## src/rtl/ldl_cdc_pkg.sv

```systemverilog
// rtl/ldl_cdc_pkg.sv - shared types and limits for the toggle req/ack CDC endpoints
package ldl_cdc_pkg;

    // Receiver handshake state: waiting for a request, or holding a captured word
    typedef enum logic {
        IDLE = 1'b0,
        HOLD = 1'b1
    } rx_state_e;

    // Fewer than two flops gives no metastability settling time
    localparam int LEVEL_MIN = 2;

endpackage

```

## src/rtl/ldl_sync_bit_v1.sv

```systemverilog
// rtl/ldl_sync_bit_v1.sv - LEVEL-deep single-bit synchroniser, async active-low reset to 0
module ldl_sync_bit_v1 #(
    parameter int LEVEL = 2
) (
    input  logic clk,
    input  logic rst_n,
    input  logic d_i,
    output logic q_o
);

    logic [LEVEL-1:0] sync_q;

    // Shift the asynchronous bit through the flop chain; the last stage is safe to use
    always_ff @(posedge clk or negedge rst_n) begin
        if (!rst_n) begin
            sync_q <= '0;
        end else begin
            sync_q <= {sync_q[LEVEL-2:0], d_i};
        end
    end

    assign q_o = sync_q[LEVEL-1];

endmodule

```

## src/rtl/ldl_cdc_hand_rx_v1.sv

```systemverilog
// rtl/ldl_cdc_hand_rx_v1.sv - rx endpoint of toggle req/ack CDC handshake; optional timeout via LDL_CDC_HAND_RX_TOUT_EN
module ldl_cdc_hand_rx_v1 #(
    parameter int DW    = 8,
    parameter int CW    = 8,
    parameter int LEVEL = 2
) (
    input  logic          rx_clk,
    input  logic          rx_rst,
    input  logic          req_tgl,
    input  logic [DW-1:0] din,
    output logic [DW-1:0] dout,
    output logic          dout_vld,
    input  logic          dout_rdy,
    output logic          ack_tgl,
    output logic [CW-1:0] word_cnt,
    input  logic [CW-1:0] timeout,
    output logic          err_tout
);

    import ldl_cdc_pkg::*;

    localparam logic [CW-1:0] ONE_CW = {{(CW-1){1'b0}}, 1'b1};

    if (LEVEL < LEVEL_MIN) begin : g_level_chk
        $error("ldl_cdc_hand_rx_v1: LEVEL must be at least 2");
    end

    rx_state_e     state_q, state_d;
    logic          req_s;
    logic          req_seen_q, req_seen_d;
    logic          ack_q, ack_d;
    logic [DW-1:0] dout_q, dout_d;
    logic          vld_q, vld_d;
    logic [CW-1:0] cnt_q, cnt_d;
    logic          new_req;
    logic          accept;
    logic          expire;

    ldl_sync_bit_v1 #(
        .LEVEL (LEVEL)
    ) u_req_sync (
        .clk   (rx_clk),
        .rst_n (rx_rst),
        .d_i   (req_tgl),
        .q_o   (req_s)
    );

    assign new_req = (req_s != req_seen_q);
    assign accept  = vld_q & dout_rdy;

`ifdef LDL_CDC_HAND_RX_TOUT_EN
    logic [CW-1:0] timer_q, timer_d;
    logic          err_q, err_d;

    // The word is abandoned once the consumer has stalled for timeout cycles
    assign expire = (state_q == HOLD) && (timeout != '0) && (timer_q == (timeout - ONE_CW));

    // Timer and error pulse registers
    always_ff @(posedge rx_clk or negedge rx_rst) begin
        if (!rx_rst) begin
            timer_q <= '0;
            err_q   <= 1'b0;
        end else begin
            timer_q <= timer_d;
            err_q   <= err_d;
        end
    end

    // Timer clears on capture, counts stalled HOLD cycles; pulse error when dropping
    always_comb begin
        timer_d = timer_q;
        err_d   = 1'b0;
        if (state_q == IDLE) begin
            if (new_req) begin
                timer_d = '0;
            end
        end else if (!accept) begin
            if (expire) begin
                err_d = 1'b1;
            end else begin
                timer_d = timer_q + ONE_CW;
            end
        end
    end

    assign err_tout = err_q;
`else
    logic unused_timeout;

    assign unused_timeout = ^timeout;
    assign expire         = 1'b0;
    assign err_tout       = 1'b0;
`endif

    // FSM state register
    always_ff @(posedge rx_clk or negedge rx_rst) begin
        if (!rx_rst) begin
            state_q <= IDLE;
        end else begin
            state_q <= state_d;
        end
    end

    // FSM next state: capture on a fresh request, release on acceptance or expiry
    always_comb begin
        state_d = state_q;
        case (state_q)
            IDLE:    if (new_req) state_d = HOLD;
            HOLD:    if (accept || expire) state_d = IDLE;
            default: state_d = IDLE;
        endcase
    end

    // FSM outputs: capture word, hand back ack toggle, count accepted words
    always_comb begin
        req_seen_d = req_seen_q;
        ack_d      = ack_q;
        dout_d     = dout_q;
        vld_d      = vld_q;
        cnt_d      = cnt_q;
        case (state_q)
            IDLE: begin
                if (new_req) begin
                    dout_d = din;
                    vld_d  = 1'b1;
                end
            end
            HOLD: begin
                // req_seen follows req_s only here, so toggles seen during HOLD cancel out
                if (accept) begin
                    vld_d      = 1'b0;
                    ack_d      = ~ack_q;
                    req_seen_d = req_s;
                    cnt_d      = cnt_q + ONE_CW;
                end else if (expire) begin
                    vld_d      = 1'b0;
                    ack_d      = ~ack_q;
                    req_seen_d = req_s;
                end
            end
            default: begin
                vld_d = 1'b0;
            end
        endcase
    end

    // Handshake and datapath registers
    always_ff @(posedge rx_clk or negedge rx_rst) begin
        if (!rx_rst) begin
            req_seen_q <= 1'b0;
            ack_q      <= 1'b0;
            dout_q     <= '0;
            vld_q      <= 1'b0;
            cnt_q      <= '0;
        end else begin
            req_seen_q <= req_seen_d;
            ack_q      <= ack_d;
            dout_q     <= dout_d;
            vld_q      <= vld_d;
            cnt_q      <= cnt_d;
        end
    end

    assign dout     = dout_q;
    assign dout_vld = vld_q;
    assign ack_tgl  = ack_q;
    assign word_cnt = cnt_q;

endmodule

```

## config.mk

```make
export PLATFORM = sky130hd
export DESIGN_NAME = ldl_cdc_hand_rx_v1
export DESIGN_NICKNAME = d
export VERILOG_FILES = /design/src/rtl/ldl_cdc_pkg.sv /design/src/rtl/ldl_sync_bit_v1.sv /design/src/rtl/ldl_cdc_hand_rx_v1.sv
export SDC_FILE = /design/constraint.sdc
export NUM_CORES = 1
export LEC_CHECK = 0
export ABC_AREA = 1
export CAP_MARGIN = 0
export CORE_MARGIN = 8
export CORE_UTILIZATION = 46
export CTS_CLUSTER_DIAMETER = 150
export DETAILED_ROUTE_END_ITERATION = 6
export MAX_ROUTING_LAYER = met4
export PLACE_DENSITY = 0.83
export SYNTH_ARGS = -nofsm -noshare
export SYNTH_HDL_FRONTEND = slang
export SYNTH_SLANG_ARGS = --single-unit
```

## constraint.sdc

```tcl
create_clock -name rx_clk -period 2.66 [get_ports rx_clk]
set_clock_uncertainty 0.15 [all_clocks]
set_input_delay 0.798 -clock rx_clk [delete_from_list [all_inputs] [get_ports rx_clk]]
set_output_delay 0.798 -clock rx_clk [all_outputs]
set_load 0.05 [all_outputs]
```

After elaboration in Yosys (flattened, before gate mapping)
Index checks and enable logic that the tools add are counted.

Add/subtract/negate cells: 1. Equal/unequal tests: 3. Multiplexer cells: 6. Bitwise gates (word level): 3. Reductions and logical operators: 3.

Operators with widths (count): adder 8 x 1 -> 8 bit, second input constant (1); AND reduction 2 bit (3); 2-to-1 mux 1 bit (4); one-hot mux 1 bit (2 select lines) (2); != test 2 x 1 -> 1 bit, second input constant (1); != test 2 bit, second input constant (1); inverter 1 bit (2); AND 1 bit (1); != test 1 bit (1).

Bits in registers: 22. Bits of input ports: 20. Output and inout bits: 19. Word-level logic and storage cells: 23.

Logic depth before layout (Yosys ltp)
Depth after elaboration: 3. Depth in mapped cells: 7. Mapped depth without buffers: 7.

By module
Synthesis repeated with hierarchy kept, for this count alone.

Cell total of the unflattened synthesis: 105. Area total of the unflattened synthesis: 973.4 um^2.

By module, submodules not included: ldl_cdc_hand_rx_v1 (times used 1, cells an instance 103, area an instance 923.4 um^2, sequential area each 500.5 um^2); ldl_sync_bit_v1 (times used 1, cells an instance 2, area an instance 50.0 um^2, sequential area each 50.0 um^2).

Worst setup path after synthesis
OpenSTA, ideal clock, no wires.

Kind: flip-flop to output port. Start: reg cnt_q[3], in the netlist word_cnt[3]. End: out word_cnt[3]. Arrival time: 0.670 ns. Data required time: 1.712 ns. Setup slack: 1.042 ns. Cell stages (with the launch flop): 1. Buffers on the path: 0. Cell sequence: dfrtp_1.

RTL lines: start, declared (RTL line ldl_cdc_hand_rx_v1.sv:34) `logic [CW-1:0] cnt_q, cnt_d;`; start signal, assigned (RTL line ldl_cdc_hand_rx_v1.sv:160) `cnt_q <= cnt_d;`; end, declared (RTL line ldl_cdc_hand_rx_v1.sv:15) `output logic [CW-1:0] word_cnt,`.

No word-level cell between the ends.

Worst setup path after layout
Start: reg cnt_q[3], in the netlist word_cnt[3]. End: out word_cnt[3].

No word-level cell between the ends.

==> flow_metrics.env <==
export IMPL_synth_area_per_cell_um2=9.53
export IMPL_cts_tree="built"
export IMPL_htree_levels=1
export IMPL_pin_count=39
export IMPL_vias_per_cell=4.70
export IMPL_regArea_um2=551
export IMPL_crit_fanout=6
export IMPL_postCtsSetupRepairBufs=0
export IMPL_crit_required_ps=1710
export IMPL_p_seq_share_pct=33.8
export IMPL_worst_pin_slew_ps=524
export IMPL_clockPowerShare_pct=8.5
export IMPL_intPower_uw=846
export IMPL_cp_cell_sequence="clkdlybuf4s50_1"
export IMPL_peakVddDrop_mv=0.757
export IMPL_post_route_min_period_ps=2560
export IMPL_slew_headroom_pct=65.0
export IMPL_netlist_instances=107
export IMPL_grt_pass1_vias=849
export IMPL_antenna_found_initial=0
export IMPL_crit_type="register to output pin"
export IMPL_regToRegSetupSlack_ps=1380
export IMPL_die_h_um=63.1
export IMPL_setup_ws_ps=103
export IMPL_grt_pass1_wl_um=3540
export IMPL_p_leak_nw=0.665
export IMPL_slew_viol_final=0
export IMPL_synth_area_um2=1020
export IMPL_end_kind="output pin"
export IMPL_clockBufferDepth=2
export IMPL_slowest_stage="clkdlybuf4s50_1"
export IMPL_cts_hold_buffers=0
export IMPL_dieArea_um2=3980
export IMPL_final_layout_size_suffix_gt1_share_pct=13.8
export IMPL_arrival_ps=1610
export IMPL_cts_num_sinks=22
export IMPL_multi_input_area_um2=379
export IMPL_pre_cts_slack_ps=433
export IMPL_io_buffers=29
export IMPL_dp_hpwl_um=1570
export IMPL_final_area_um2=1360
export IMPL_insertion_delay_ps=300
export IMPL_critical_path_max_stage_delay_ps=850
export IMPL_die_w_um=63.1
export IMPL_area_growth_synth_to_final_pct=33.0
export IMPL_critical_path_top_delay_family="buffers and inverters"
export IMPL_switching_share_pct=50.8
export IMPL_combPwrFrac_pct=57.7
export IMPL_grt_usage_pct=10.6
export IMPL_cts_root_buf="clkbuf_4"
export IMPL_hold_viol=0
export IMPL_yosysWarnings=0
export IMPL_critPathBufInv=1
export IMPL_synth_area_leader_cell="dfrtp_1"
export IMPL_seq_area_frac_synth_pct=54.0
export IMPL_vias=781
export IMPL_core_um2=2150
export IMPL_maxCapViolCount=0
export IMPL_drt_iter0_markers=18
export IMPL_synth_area_leaders="dfrtp_1, nand2_1, o21ai_2"
export IMPL_setup_viol=0
export IMPL_syn_nets=128
export IMPL_wl_per_cell_um=12.2
export IMPL_fmax_mhz=391
export IMPL_routed_wl_um=2030
export IMPL_powerDensity_nw_per_um2=1270
export IMPL_grt_max_degree=23
export IMPL_clk_pin_slew_ps=110
export IMPL_setup_tns_ps=0
export IMPL_hp_class="register to register"
export IMPL_rows=17
export IMPL_grt_overflow_total=0
export IMPL_antenna_cells=0
export IMPL_critPathLaunchType="register"
export IMPL_drc_errors=0
export IMPL_synth_top_area_share_pct=54.0
export IMPL_ys_ff_latch=22
export IMPL_fin_crit_sh_pct=96.1
export IMPL_numCtsBuffers=3
export IMPL_yosysUniqueCellTypes=16
export IMPL_p_sw_uw=873
export IMPL_place_area_um2=1330
export IMPL_status="finished, final reports clean"
export IMPL_nets=161
export IMPL_start_util_pct=47.5
export IMPL_final_common_cell="nand2_1"
export IMPL_antenna_left=0
export IMPL_gp_congestion=0.808
export IMPL_most_common_layout_cells="nand2_1, clkdlybuf4s50_1, dfrtp_1, inv_1"
export IMPL_cts_resized=0
export IMPL_dr_pass1_iters=4
export IMPL_rsz0062_at_grt="no"
export IMPL_num_fill_cells=173
==> per-layer routing <==
metal	share of wire, %	global-route usage (%)	up-vias
li1	-	-	385
met5	0	-	-
met4	0	2.28	0
met2	47	17.0	34
met1	43	12.0	362
met3	9.5	4.59	0
==> power by group through the flow <==
stage	combinational (mW)	sequential (mW)	clock [mW]
after floorplan	0.315	0.965	0
after global placement	0.983	0.578	0
after detailed placement	1.00	0.590	0
after CTS	1.01	0.584	0.156
after global routing	1.06	0.604	0.163
final	0.991	0.581	0.146
==> cells in the mapped netlist <==
master / instances
nand2_1: 31
dfrtp_1: 22
inv_1: 18
nand3_1: 8
o21ai_2: 8
nor2_1: 4
xor2_1: 4
nor2_4: 3
nand3_4: 2
buf_4: 1
buf_6: 1
conb_1: 1
ha_1: 1
inv_2: 1
or2_4: 1
xnor2_1: 1
==> metrics by stage <==
step	util, %	cells	total power, mW	hold slack, ps
after floorplan	-	107	1.28	181
after global routing	63.1	166	1.82	236
after global placement	62.1	163	1.56	183
final	63.1	166	1.72	211
after detailed placement	62.1	163	1.59	187
after CTS	63.1	166	1.75	215
==> kinds of logic (layout without fill, tap and decap cells) <==
group | after synthesis | count (layout) | share of synthesized area, %
buffers and inverters | 21 | 52 | 8.83
and+or+nand+nor | 49 | 49 | 24.4
xor gates and xnor gates | 5 | 5 | 4.29
adders and majority gates | 1 | 1 | 1.23
other | 1 | 1 | 0.368
DFF | 22 | 22 | 54.0
AOI/OAI and AO/OA | 8 | 8 | 6.87
==> final cells by class <==
| type | instances | share of cell area (%) |
|---|---|---|
| clock buffer | 3 | 1.66 |
| timing repair buffer | 30 | 22.0 |
| sequential | 22 | 40.6 |
| multi-input combinational | 64 | 28.0 |
| tap | 28 | 2.58 |
| inverter | 19 | 5.26 |
==> state kept, by name, indices dropped and copies added, names as in the netlist <==
| name | flops |
|---|---|
| dout | 8 |
| word_cnt | 8 |
| u_req_sync.sync_q | 2 |
| ack_tgl | 1 |
| dout_vld | 1 |
| req_seen_q | 1 |
| state_q | 1 |
==> final timing paths <==
path	depth (start not counted)	start	endpoint
worst max-delay path	1	word_cnt[3]	word_cnt[3]
min in group asynchronous	2	rx_rst	word_cnt[4]
worst min-delay path	0	u_req_sync.sync_q[0]	u_req_sync.sync_q[1]
worst min register to register	0	u_req_sync.sync_q[0]	u_req_sync.sync_q[1]
worst max register to register	6	word_cnt[1]	word_cnt[6]
max in group asynchronous	2	rx_rst	ack_tgl
No activity file was read; power rests on OpenSTA's default activity.
